==> config.mk <==
export PLATFORM = sky130hd
export DESIGN_NAME = operand_fetcher
export DESIGN_NICKNAME = d
export VERILOG_FILES = /design/src/rtl/operand_fetcher.sv
export SDC_FILE = /design/constraint.sdc
export NUM_CORES = 1
export LEC_CHECK = 0
export ABC_AREA = 1
export BUFFER_PORTS_ARGS = -buffer_cell sky130_fd_sc_hd__buf_2
export CORE_ASPECT_RATIO = 1.75
export CORE_MARGIN = 1
export CORE_UTILIZATION = 46
export DETAILED_ROUTE_END_ITERATION = 10
export HOLD_SLACK_MARGIN = 0.1
export PLACE_DENSITY_LB_ADDON = 0.3
export REMOVE_ABC_BUFFERS = 1
export SYNTH_ARGS = -nofsm -noshare
export SYNTH_HDL_FRONTEND = slang
export SYNTH_SLANG_ARGS = --single-unit
export TNS_END_PERCENT = 5
==> constraint.sdc <==
create_clock -name clk -period 1.8 [get_ports clk]
set_input_delay 0.36 -clock clk [delete_from_list [all_inputs] [get_ports clk]]
set_output_delay 0.36 -clock clk [all_outputs]
set_load 0.05 [all_outputs]
==> src/rtl/operand_fetcher.sv <==
// Operand fetcher: issues strided SRAM row reads for the systolic array, then
// idles DRAIN_CYCLES so the skew stage and array can empty before done.
`ifndef NUMBER
`define NUMBER 16
`endif
`ifndef SYS_ARRAY_LEN
`define SYS_ARRAY_LEN 4
`endif

module operand_fetcher #(
    parameter int unsigned ADDR_W       = 10,
    parameter int unsigned ROWS_W       = 8,
    parameter int unsigned NUM_W        = `NUMBER,
    parameter int unsigned ARRAY_LEN    = `SYS_ARRAY_LEN,
    parameter int unsigned DRAIN_CYCLES = 2 * ARRAY_LEN
) (
    input  logic                       clk,
    input  logic                       rst_n,
    input  logic                       start,
    input  logic [ADDR_W-1:0]          base_addr,
    input  logic [ADDR_W-1:0]          stride,
    input  logic [ROWS_W-1:0]          num_rows,
    input  logic                       hold,
    output logic                       sram_ren,
    output logic [ADDR_W-1:0]          sram_addr,
    input  logic [NUM_W*ARRAY_LEN-1:0] sram_rdata,
    output logic [NUM_W*ARRAY_LEN-1:0] data_out,
    output logic                       data_valid,
    output logic                       busy,
    output logic                       done
);

    localparam int unsigned CNT_W = (DRAIN_CYCLES > 1) ? $clog2(DRAIN_CYCLES) : 1;
    localparam logic [CNT_W-1:0] CNT_LAST = CNT_W'((DRAIN_CYCLES > 0) ? DRAIN_CYCLES - 1 : 0);

    typedef enum logic [1:0] {
        S_IDLE,
        S_FETCH,
        S_DRAIN
    } state_e;

    state_e              state_q, state_d;
    logic [ADDR_W-1:0]   addr_q, addr_d;
    logic [ADDR_W-1:0]   stride_q, stride_d;
    logic [ROWS_W-1:0]   rows_q, rows_d;
    logic [ROWS_W-1:0]   k_q, k_d;
    logic [CNT_W-1:0]    cnt_q, cnt_d;
    logic                done_q, done_d;
    logic                dv_q;
    logic                issue;

    always_ff @(posedge clk or negedge rst_n) begin
        if (!rst_n) begin
            state_q  <= S_IDLE;
            addr_q   <= '0;
            stride_q <= '0;
            rows_q   <= '0;
            k_q      <= '0;
            cnt_q    <= '0;
            done_q   <= 1'b0;
            dv_q     <= 1'b0;
        end else begin
            state_q  <= state_d;
            addr_q   <= addr_d;
            stride_q <= stride_d;
            rows_q   <= rows_d;
            k_q      <= k_d;
            cnt_q    <= cnt_d;
            done_q   <= done_d;
            dv_q     <= issue;
        end
    end

    always_comb begin
        state_d  = state_q;
        addr_d   = addr_q;
        stride_d = stride_q;
        rows_d   = rows_q;
        k_d      = k_q;
        cnt_d    = cnt_q;
        done_d   = 1'b0;
        issue    = 1'b0;
        case (state_q)
            S_IDLE: begin
                if (start) begin
                    if (num_rows != '0) begin
                        addr_d   = base_addr;
                        stride_d = stride;
                        rows_d   = num_rows;
                        k_d      = '0;
                        state_d  = S_FETCH;
                    end else begin
                        done_d = 1'b1;
                    end
                end
            end
            S_FETCH: begin
                // addr_q always holds the address of row k; hold only freezes it
                if (!hold) begin
                    issue  = 1'b1;
                    addr_d = addr_q + stride_q;
                    k_d    = k_q + ROWS_W'(1);
                    if (k_q == rows_q - ROWS_W'(1)) begin
                        cnt_d = '0;
                        if (DRAIN_CYCLES == 0) begin
                            state_d = S_IDLE;
                            done_d  = 1'b1;
                        end else begin
                            state_d = S_DRAIN;
                        end
                    end
                end
            end
            S_DRAIN: begin
                if (cnt_q == CNT_LAST) begin
                    state_d = S_IDLE;
                    done_d  = 1'b1;
                end else begin
                    cnt_d = cnt_q + CNT_W'(1);
                end
            end
            default: state_d = S_IDLE;
        endcase
    end

    assign sram_ren   = issue;
    assign sram_addr  = addr_q;
    assign data_valid = dv_q;
    assign data_out   = dv_q ? sram_rdata : '0;
    assign busy       = (state_q != S_IDLE);
    assign done       = done_q;

endmodule
==> metrics.txt, run 1 <==
highest attainable clock frequency=578 MHz; Total Routed Length=10300 um; via count of the first global-routing pass=3487; type of the most critical hold path=input port to flop; detailed-router iteration count before antenna repair=5; post-synth top area share=33.4%; post-route setup TNS=0 ns; setup repair after global routing missed its margin=yes; cells after synthesis=500; TritonCTS clock tree=done; Max Clock Skew=0.00510 ns; share of the cycle needed by the critical path after routing=96.1%; proportion of layout cells with a drive suffix above 1=32.1%; largest net degree at the start of global routing=66; Synth area leaders=dfrtp_1, nand2_1, inv_1; mean instance size in the synthesized netlist=6.44 um^2; global route total overflow=0; largest voltage drop on the vdd net=1350 uV; half-perimeter wire length after detailed placement=8330 um; sequential share of the synthesized area=33.4%; final weighted congestion in routability-driven placement=0.991; biggest area consumer among synthesized cells=dfrtp_1; CP Capture Type=flop; via-per-instance ratio=4.87; number of placed I/O pins=174; number of placement rows=40; port bufs=173; clock edge transition at the registers on the reported setup and hold paths=0.06 ns; Tightest Pin Transition=0.323 ns; ANT nets after route=0; total global routing track utilization=28.7%; most common cell after layout, fill and taps aside=nand2_1; maximum buffer depth of the clock tree=2; number of max-cap violations=0; Clk Latency, worst-skew pair=0.28 ns; placeable core region=0.00681 mm^2; cell area after synthesis=0.00322 mm^2; CTS HTree Levels=2; final cell count without fillers=764; power density relative to cell area=1820 mW/mm^2; kind of launch point of the worst setup path=flop; clock sink count=43; final-report max-slew violation count=0; count of vias placed by the detailed router=3719; number of hold violations in the final report=0; layout overhead on the synthesized area=37.9%; relative max-transition margin=78.4%; wire length of the first global-routing pass=15900 um; clock period minus worst slack=1.73 ns; run status=finished, final reports clean; unique cell type count in the Yosys netlist=30; initial antenna violation count=10; total clock buffers created by CTS=5; total power=8.09 mW; arrival time of the worst setup path=1.91 ns; Leakage Power=2.91 nW; maximum fanout encountered on the critical timing path=4; floorplan die area=0.00735 mm^2; count of nets after finishing=783; Wirelength per Cell=13.5 um; synthesis-stage register bit count=43; cell area after layout=0.00444 mm^2; Chip Width=65.3 um; placed cells=748; violation count after the first detailed-routing iteration=140; Root Driver=clkbuf_16; data required time at the worst endpoint=1.98 ns; Setup Viol. Count Final=0; Area after DPL=0.00423 mm^2; WS Path Type=flop to flop; DRC=0; commonest cells after routing, fill and taps aside=nand2_1, buf_2, inv_1, dfrtp_1, nor2_1; DIE HEIGHT=113 um; initial core utilization=47.3%; Synth warnings=0
## stage by stage
| step | hold slack [ns] | util, % | setup slack [ns] |
|---|---|---|---|
| floorplan | 0.0644 | - | -0.527 |
| global placement | 0.350 | 62.1 | 0.0722 |
| detailed placement | 0.354 | 62.1 | 0.0428 |
| CTS | 0.268 | 64.2 | 0.0295 |
| global route | 0.277 | 65.1 | -0.0348 |
| finish | 0.271 | 65.2 | 0.0705 |
## path summary, 6_finish.rpt
path / from / to / slack (ns) / cells past startpoint
worst max register to register: rows_q[0]$_DFFE_PN0P_ / cnt_q[2]$_DFFE_PN0P_ / 0.07 / 11
worst max-delay path: rows_q[0]$_DFFE_PN0P_ / cnt_q[2]$_DFFE_PN0P_ / 0.07 / 11
worst min register to register: stride_q[7]$_DFFE_PN0P_ / stride_q[7]$_DFFE_PN0P_ / 0.49 / 2
min in group asynchronous: rst_n / stride_q[7]$_DFFE_PN0P_ / 0.57 / 3
worst min-delay path: stride[7] / stride_q[7]$_DFFE_PN0P_ / 0.27 / 3
max in group asynchronous: rst_n / data_valid$_DFF_PN0_ / 1.00 / 3
## synth_stat cells
cell	instances
a32o_1	1
or4_1	1
clkbuf_2	1
o211ai_1	1
nor2_2	3
o21ai_1	3
dfrtp_1	43
nand2_2	3
xor2_1	7
buf_2	7
fa_1	1
inv_2	4
o21bai_1	1
ha_1	13
buf_6	2
nor3_1	2
a31oi_1	2
o31ai_2	4
o21a_1	2
o21ai_2	1
nand3_1	26
a21oi_1	12
xnor2_1	9
inv_1	102
nand4_1	8
nor2_4	2
o21ai_0	16
nor2_1	34
nand2_1	182
clkbuf_1	7
## critical path, stage by stage (launching register included)
cell and delay, ns:
dfrtp_1 0.40, inv_2 0.07, ha_4 0.26, inv_1 0.03
nand2_1 0.05, nand3_1 0.06, nor2_1 0.10, nand3_1 0.08
nor2_2 0.16, nand4_1 0.20, nand3_1 0.15, nand2_1 0.05
## power by group
part	total (mW)	switching [mW]	leakage [nW]	internal [mW]
Combinational	5.43	3.65	2.32	1.78
Clock	0.861	0.362	0.0628	0.500
Sequential	1.81	0.413	0.522	1.39
Total	8.09	4.42	2.91	3.67
## what timing repair did
action,in CTS,in global routing
gates resized for setup,0,13
hold buffers,1,0
setup endpoints to repair,0,9
endpoints found under the hold margin,43,0
setup buffers,0,1
## cell families after synthesis
group                      after synthesis  share of synthesized area, %
buffers and inverters                  123                          15.1
DFF                                     43                          33.4
xor gates and xnor gates                16                          4.35
AOI/OAI and AO/OA                       43                          8.28
and+or+nand+nor                        261                          33.2
adders and majority gates               14                          5.67
## state kept, by name, indices dropped and copies added, names as in the netlist
| name | cells |
|---|---|
| state_q | 2 |
| k_q | 8 |
| rows_q | 8 |
| done | 1 |
| cnt_q | 3 |
| stride_q | 10 |
| sram_addr | 10 |
| data_valid | 1 |
## area by class of cell
| type | instances | area, um^2 |
|---|---|---|
| well taps | 84 | 105 |
| multi-input cells | 334 | 1700 |
| flip-flops and latches | 43 | 1080 |
| clock buffers | 6 | 129 |
| repair buffers | 183 | 1010 |
| fillers | 596 | 2370 |
| diodes | 8 | 20.0 |
| inverters | 106 | 398 |
## routing by layer
metal | vias to the layer above | global-route usage [%] | part of all wire [%]
met2 | 173 | 53.7 | 53
met4 | 4 | 11.9 | 3.6
met1 | 1655 | 26.6 | 33
li1 | 1858 | - | -
met3 | 29 | 11.0 | 10
met5 | - | 0 | 0.22
(Power assumes the default switching activity.)
==> run 2: changes to the inputs <==
Settings changed: MAX_ROUTING_LAYER set to met4, SLEW_MARGIN set to 20.
==> run 2 against run 1 <==
Die area unchanged; clock-buffer cell count decreased by 1; wire length increased by 3.6%; fmax increased by 1.3%; utilization increased by 1.1 points; worst setup slack improved by 0.022 ns; combinational power increased by 0.7%; sequential cell count unchanged; critical path depth decreased by 7; clock power increased by 37%; final area increased by 1.7%.
==> metrics.txt, run 2 (synthesis gave the netlist of run 1 again) <==
type of the most critical hold path=input port to flop (unchanged); CP Capture Type=output port (was flop); via count of the first global-routing pass=3456 (was 3487); arrival time of the worst setup path=1.35 ns (was 1.91 ns); floorplan die area=0.00735 mm^2 (unchanged); DRC=0 (unchanged); data required time at the worst endpoint=1.44 ns (was 1.98 ns); maximum fanout encountered on the critical timing path=65 (was 4); clock edge transition at the registers on the reported setup and hold paths=0.06 ns (about the same); Total Routed Length=10700 um (was 10300 um); Buf+Inv Stages, Crit Path=3 (was 2); multi-input combinational cell area=0.00169 mm^2 (was 0.00170 mm^2); post-route setup TNS=0 ns (unchanged); fill cell count=645 (was 596); Root Driver=clkbuf_16 (unchanged); largest net degree at the start of global routing=66 (unchanged); detailed-router iteration count before antenna repair=4 (was 5); number of hold violations in the final report=0 (unchanged); via-per-instance ratio=4.76 (was 4.87); Setup Viol. Count Final=0 (unchanged); total clock buffers created by CTS=5 (unchanged); Clk Latency, worst-skew pair=0.29 ns (was 0.28 ns); WS Path Type=flop to output port (was flop to flop); clock period minus worst slack=1.71 ns (was 1.73 ns); cell breakdown of the critical path=buf_12 > nand2_1 > inv_1 > buf_2 (was inv_2 > ha_4 > inv_1 > nand2_1 > nand3_1 > nor2_1 > nand3_1 > nor2_2 > nand4_1 > nand3_1 > nand2_1); clock sink count=43 (unchanged); final cell count without fillers=775 (was 764); run status=finished, final reports clean (unchanged); placeable core region=0.00681 mm^2 (unchanged); crit path from=data_valid$_DFF_PN0_ (was rows_q[0]$_DFFE_PN0P_); layout overhead on the synthesized area=40.2% (was 37.9%); number of placed I/O pins=174 (unchanged); setup repair after global routing missed its margin=yes (unchanged); violation count after the first detailed-routing iteration=122 (was 140); slack of the critical path=0.0925 ns (was 0.0705 ns); relative max-transition margin=66.2% (was 78.4%); initial core utilization=47.3% (unchanged); wire length of the first global-routing pass=16200 um (was 15900 um); Chip Width=65.3 um (unchanged); final-report max-slew violation count=0 (unchanged); master of the slowest instance on the critical path=dfrtp_2 (was dfrtp_1); power density relative to cell area=1870 mW/mm^2 (was 1820 mW/mm^2); launch point of the worst hold path=stride[9] (was stride[7]); final weighted congestion in routability-driven placement=0.998 (was 0.991); half-perimeter wire length after detailed placement=8640 um (was 8330 um); CTS HTree Levels=2 (unchanged); count of vias placed by the detailed router=3688 (was 3719); ANT nets after route=0 (unchanged); share of the cycle needed by the critical path after routing=94.9% (was 96.1%); most common cell after layout, fill and taps aside=nand2_1 (unchanged); Wirelength per Cell=13.7 um (was 13.5 um); count of nets after finishing=790 (was 783); combined flip-flop and latch cell area=0.00108 mm^2 (unchanged); Tightest Pin Transition=0.507 ns (was 0.323 ns); largest voltage drop on the vdd net=1540 uV (was 1350 uV); crit-path max cell delay=0.37 ns (was 0.40 ns); number of max-cap violations=0 (unchanged); top cell family by delay on the critical path=buffers and inverters (was simple AND/OR/NAND/NOR gates); total power=8.45 mW (was 8.09 mW); total global routing track utilization=30.4% (was 28.7%); highest attainable clock frequency=586 MHz (was 578 MHz); commonest cells after routing, fill and taps aside=nand2_1, buf_2, inv_1, dfrtp_1, nor2_1 (unchanged); kind of launch point of the worst setup path=flop (unchanged); Final Util=66.3% (was 65.2%); Leakage Power=2.95 nW (was 2.91 nW); placed cells=753 (was 748); global route total overflow=0 (unchanged); port bufs=173 (unchanged); maximum buffer depth of the clock tree=2 (unchanged); proportion of layout cells with a drive suffix above 1=33.3% (was 32.1%); initial antenna violation count=9 (was 10); Max Clock Skew=0.00791 ns (was 0.00510 ns); DIE HEIGHT=113 um (unchanged); Setup Slack @ Placement=0.0106 ns (was 0.0428 ns); origin of the critical flop-to-flop path=sram_addr[0]$_DFFE_PN0P_ (was rows_q[0]$_DFFE_PN0P_); number of placement rows=40 (unchanged); TritonCTS clock tree=done (unchanged)
[run 2: worst min-delay path, stage by stage]
cell and delay (ns):
buf_2 0.07, nand2_1 0.04, nand2_1 0.05
[run 2: power breakdown]
part           internal (mW)  switching (mW)  total [mW]
combinational           1.79            3.68        5.47
sequential              1.39           0.408        1.80
clock                  0.795           0.390        1.18
[run 2: layout make-up]
class / instances / share of cell area, %
Antenna cell: 10 / 0.554
Clock buffer: 5 / 2.77
Clock inverter: 3 / 1.50
Inverter: 106 / 8.81
Multi-Input combinational cell: 334 / 37.5
Sequential cell: 43 / 23.9
Tap cell: 84 / 2.33
Timing Repair Buffer: 190 / 22.7
[run 2: what timing repair did]
item / in CTS / in global routing
resized for setup: 0 / 14
hold buffers: 1 / 0
endpoints found under the setup margin: 0 / 11
setup buffers: 0 / 3
hold endpoints to repair: 18 / 0
[run 2: worst paths after layout]
| path | to | slack [ns] | cells after the start |
|---|---|---|---|
| max | data_out[27] | 0.09 | 4 |
| min | stride_q[9]$_DFFE_PN0P_ | 0.27 | 3 |
| max reg2reg | sram_addr[4]$_DFFE_PN0P_ | 0.11 | 10 |
| min reg2reg | stride_q[0]$_DFFE_PN0P_ | 0.48 | 2 |
| max in group asynchronous | stride_q[0]$_DFFE_PN0P_ | 0.65 | 3 |
| min in group asynchronous | stride_q[6]$_DFFE_PN0P_ | 0.58 | 2 |
[run 2: per-layer routing]
layer / track usage, % / up-vias / part of all wire (%)
met5: - / - / 0
met4: 12.9 / 0 / 2.5
met3: 10.8 / 21 / 9.8
met2: 55.6 / 164 / 54
met1: 27.1 / 1626 / 34
li1: - / 1877 / -
[run 2: per-stage QoR]
step	hold slack [ns]	instance area, um^2
6_report	0.272	4510
5_1_grt	0.270	4510
4_1_cts	0.268	4430
3_5_place_dp	0.338	4230
3_3_place_gp	0.331	4230
2_1_floorplan	0.0644	3130
==> run 3: changes to the inputs <==
--- a/config.mk
+++ b/config.mk
@@ -14,5 +14,5 @@
 export HOLD_SLACK_MARGIN = 0.1
 export MAX_ROUTING_LAYER = met4
-export PLACE_DENSITY_LB_ADDON = 0.3
+export PLACE_DENSITY = 0.89
 export REMOVE_ABC_BUFFERS = 1
 export SLEW_MARGIN = 20
==> constraint.sdc (replaced) <==
create_clock -name clk -period 1.8 [get_ports clk]
set_input_delay 0 -clock clk [delete_from_list [all_inputs] [get_ports clk]]
set_output_delay 0 -clock clk [all_outputs]
set_load 0.05 [all_outputs]
==> run 3 against run 2 <==
Via count rose by 10%; combinational power rose by 3%; final cell count rose by 5.3%; sequential cell count did not move; non-clock buffer count rose by 28; die area did not move; final area rose by 6.0%; clock-buffer cell count rose by 2; critical path depth rose by 7.
==> metrics.txt, run 3 (synthesis gave the netlist of run 1 again) <==
arrival time of the worst setup path=1.95 ns (was 1.35 ns); data required time at the worst endpoint=1.97 ns (was 1.44 ns); relative max-transition margin=78.3% (was 66.2%); detailed-router iteration count before antenna repair=6 (was 4); total global routing track utilization=34.8% (was 30.4%); number of placement rows=40 (unchanged); share of the cycle needed by the critical path after routing=98.9% (was 94.9%); Leakage Power=3.04 nW (was 2.95 nW); half-perimeter wire length after detailed placement=9460 um (was 8640 um); Max Clock Skew=0.00346 ns (was 0.00791 ns); Area after DPL=0.00420 mm^2 (was 0.00423 mm^2); type of the most critical hold path=input port to asynchronous set/reset pin (was input port to flop); violation count after the first detailed-routing iteration=218 (was 122); port bufs=173 (unchanged); final-report max-slew violation count=0 (unchanged); count of vias placed by the detailed router=4070 (was 3688); run status=finished, final reports clean (unchanged); layout overhead on the synthesized area=48.6% (was 40.2%); Tightest Pin Transition=0.326 ns (was 0.507 ns); Root Driver=clkbuf_16 (unchanged); power share of the sequential group=22.1% (was 21.3%); internal power=3.75 mW (was 3.97 mW); highest attainable clock frequency=562 MHz (was 586 MHz); P_sw=4.64 mW (was 4.48 mW); cell breakdown of the critical path=inv_1 > ha_2 > inv_1 > nand2_1 > nand3_1 > nor2_1 > nand3_1 > nor2_1 > nand4_1 > nand3_1 > nand2_1 (was buf_12 > nand2_1 > inv_1 > buf_2); cell area after layout=0.00479 mm^2 (was 0.00451 mm^2); initial core utilization=47.3% (unchanged); largest voltage drop on the vdd net=1500 uV (was 1540 uV); clock edge transition at the registers on the reported setup and hold paths=0.06 ns (about the same); setup repair after global routing missed its margin=yes (unchanged); number of max-cap violations=0 (unchanged); cell type with the highest occurrence count on the critical path=nand3_1; met2 layer wire length in the routed design=6170 um (was 5700 um); global route total overflow=0 (unchanged); R2R cell count=11 (was 10); kind of launch point of the worst setup path=flop (unchanged); via-per-instance ratio=4.99 (was 4.76); Clk Latency, worst-skew pair=0.28 ns (was 0.29 ns); most common cell after layout, fill and taps aside=nand2_1 (unchanged); crit-path max cell delay=0.39 ns (was 0.37 ns); commonest cells after routing, fill and taps aside=nand2_1, buf_2, inv_1, dfrtp_1, nor2_1 (unchanged); clock sink count=43 (unchanged); Wirelength per Cell=15.2 um (was 13.7 um); TritonCTS clock tree=done (unchanged); CTS HTree Levels=2 (unchanged); uppermost layer routed=met4 (unchanged); CP Capture Type=flop (was output port); master of the slowest instance on the critical path=dfrtp_1 (was dfrtp_2); maximum fanout encountered on the critical timing path=4 (was 65); ANT nets after route=0 (unchanged); WS Path Type=flop to flop (was flop to output port); Total Routed Length=12400 um (was 10700 um); Routed met1 length=3930 um (was 3640 um); maximum buffer depth of the clock tree=2 (unchanged); floorplan die area=0.00735 mm^2 (unchanged); met3 layer wire length in the routed design=1780 um (was 1040 um); count of nets after finishing=818 (was 790); number of placed I/O pins=174 (unchanged); clock period minus worst slack=1.78 ns (was 1.71 ns); DIE HEIGHT=113 um (unchanged); final weighted congestion in routability-driven placement=1.01 (was 0.998); total clock buffers created by CTS=5 (unchanged); placeable core region=0.00681 mm^2 (unchanged); Final Util=70.3% (was 66.3%); Setup Viol. Count Final=0 (unchanged); power density relative to cell area=1750 mW/mm^2 (was 1870 mW/mm^2); DRC=0 (unchanged); proportion of layout cells with a drive suffix above 1=31.0% (was 33.3%); switching part of the total power=55.3% (was 53.0%); initial antenna violation count=19 (was 9); number of hold violations in the final report=0 (unchanged); Chip Width=65.3 um (unchanged); clock network power share=10.5% (was 14.0%); power share of the combinational group=67.4% (was 64.7%); via count of the first global-routing pass=3937 (was 3456); largest net degree at the start of global routing=39 (was 66); wire length of the first global-routing pass=18500 um (was 16200 um)
==> run 3: per-layer routing <==
metal,track usage [%],vias to the layer above
li1,-,1953
met3,16.4,60
met5,-,-
met1,31.2,1799
met4,12.9,0
met2,61.4,258
==> run 3: final timing paths <==
check / from / to / slack (ns)
worst min register to register: stride_q[0]$_DFFE_PN0P_ / stride_q[0]$_DFFE_PN0P_ / 0.50
worst min-delay path: rst_n / sram_addr[1]$_DFFE_PN0P_ / 0.13
max in group asynchronous: rst_n / cnt_q[0]$_DFFE_PN0P_ / 1.08
worst max-delay path: rows_q[1]$_DFFE_PN0P_ / cnt_q[2]$_DFFE_PN0P_ / 0.02
worst max register to register: rows_q[1]$_DFFE_PN0P_ / cnt_q[2]$_DFFE_PN0P_ / 0.02
min in group clk: sram_rdata[19] / data_out[19] / 0.37
==> run 3: metrics by stage <==
| stage | instances | TNS, ns | hold slack [ns] | setup slack [ns] | power (mW) |
|---|---|---|---|---|---|
| after floorplan | 483 | -11.39 | -0.296 | -0.241 | 5.62 |
| after global placement | 753 | 0 | -0.105 | 0.0543 | 6.80 |
| after detailed placement | 753 | -0.0269 | -0.103 | -0.0269 | 7.04 |
| after CTS | 792 | 0 | 0.131 | 0.0114 | 8.01 |
| after global routing | 815 | -0.467 | 0.144 | -0.121 | 8.97 |
| final | 816 | 0 | 0.128 | 0.0192 | 8.38 |
==> run 3: power by group through the flow <==
stage | combinational [mW] | clock [mW] | sequential [mW]
2_1_floorplan | 3.45 | 0 | 2.17
3_3_place_gp | 5.02 | 0 | 1.77
3_5_place_dp | 5.23 | 0 | 1.80
4_1_cts | 5.33 | 0.885 | 1.79
5_1_grt | 6.15 | 0.925 | 1.89
6_report | 5.65 | 0.883 | 1.85
==> run 3: layout make-up <==
type                    count  area (um^2)
fillers                   551         2020
multi-input cells         334         1730
repair buffers            218         1280
flip-flops and latches     43         1080
inverters                 106          398
clock buffers               7          133
well taps                  84          105
diodes                     23         57.6
clock inverters             1         5.00
==> run 3: critical path: cells and delay by family, from the launching register on <==
| family | cells | cell delay, ns |
|---|---|---|
| flops | 1 | 0.39 |
| buf+inv | 2 | 0.12 |
| simple gates | 8 | 0.84 |
| fa+ha+maj | 1 | 0.33 |
==> run 3: timing repair <==
item	4_1_cts	5_1_grt
hold buffers	31	0
gates resized for setup	1	11
gates cloned	0	0
hold endpoints to repair	74	0
buffers inserted	0	1
setup endpoints to repair	1	13
pin swaps	0	1
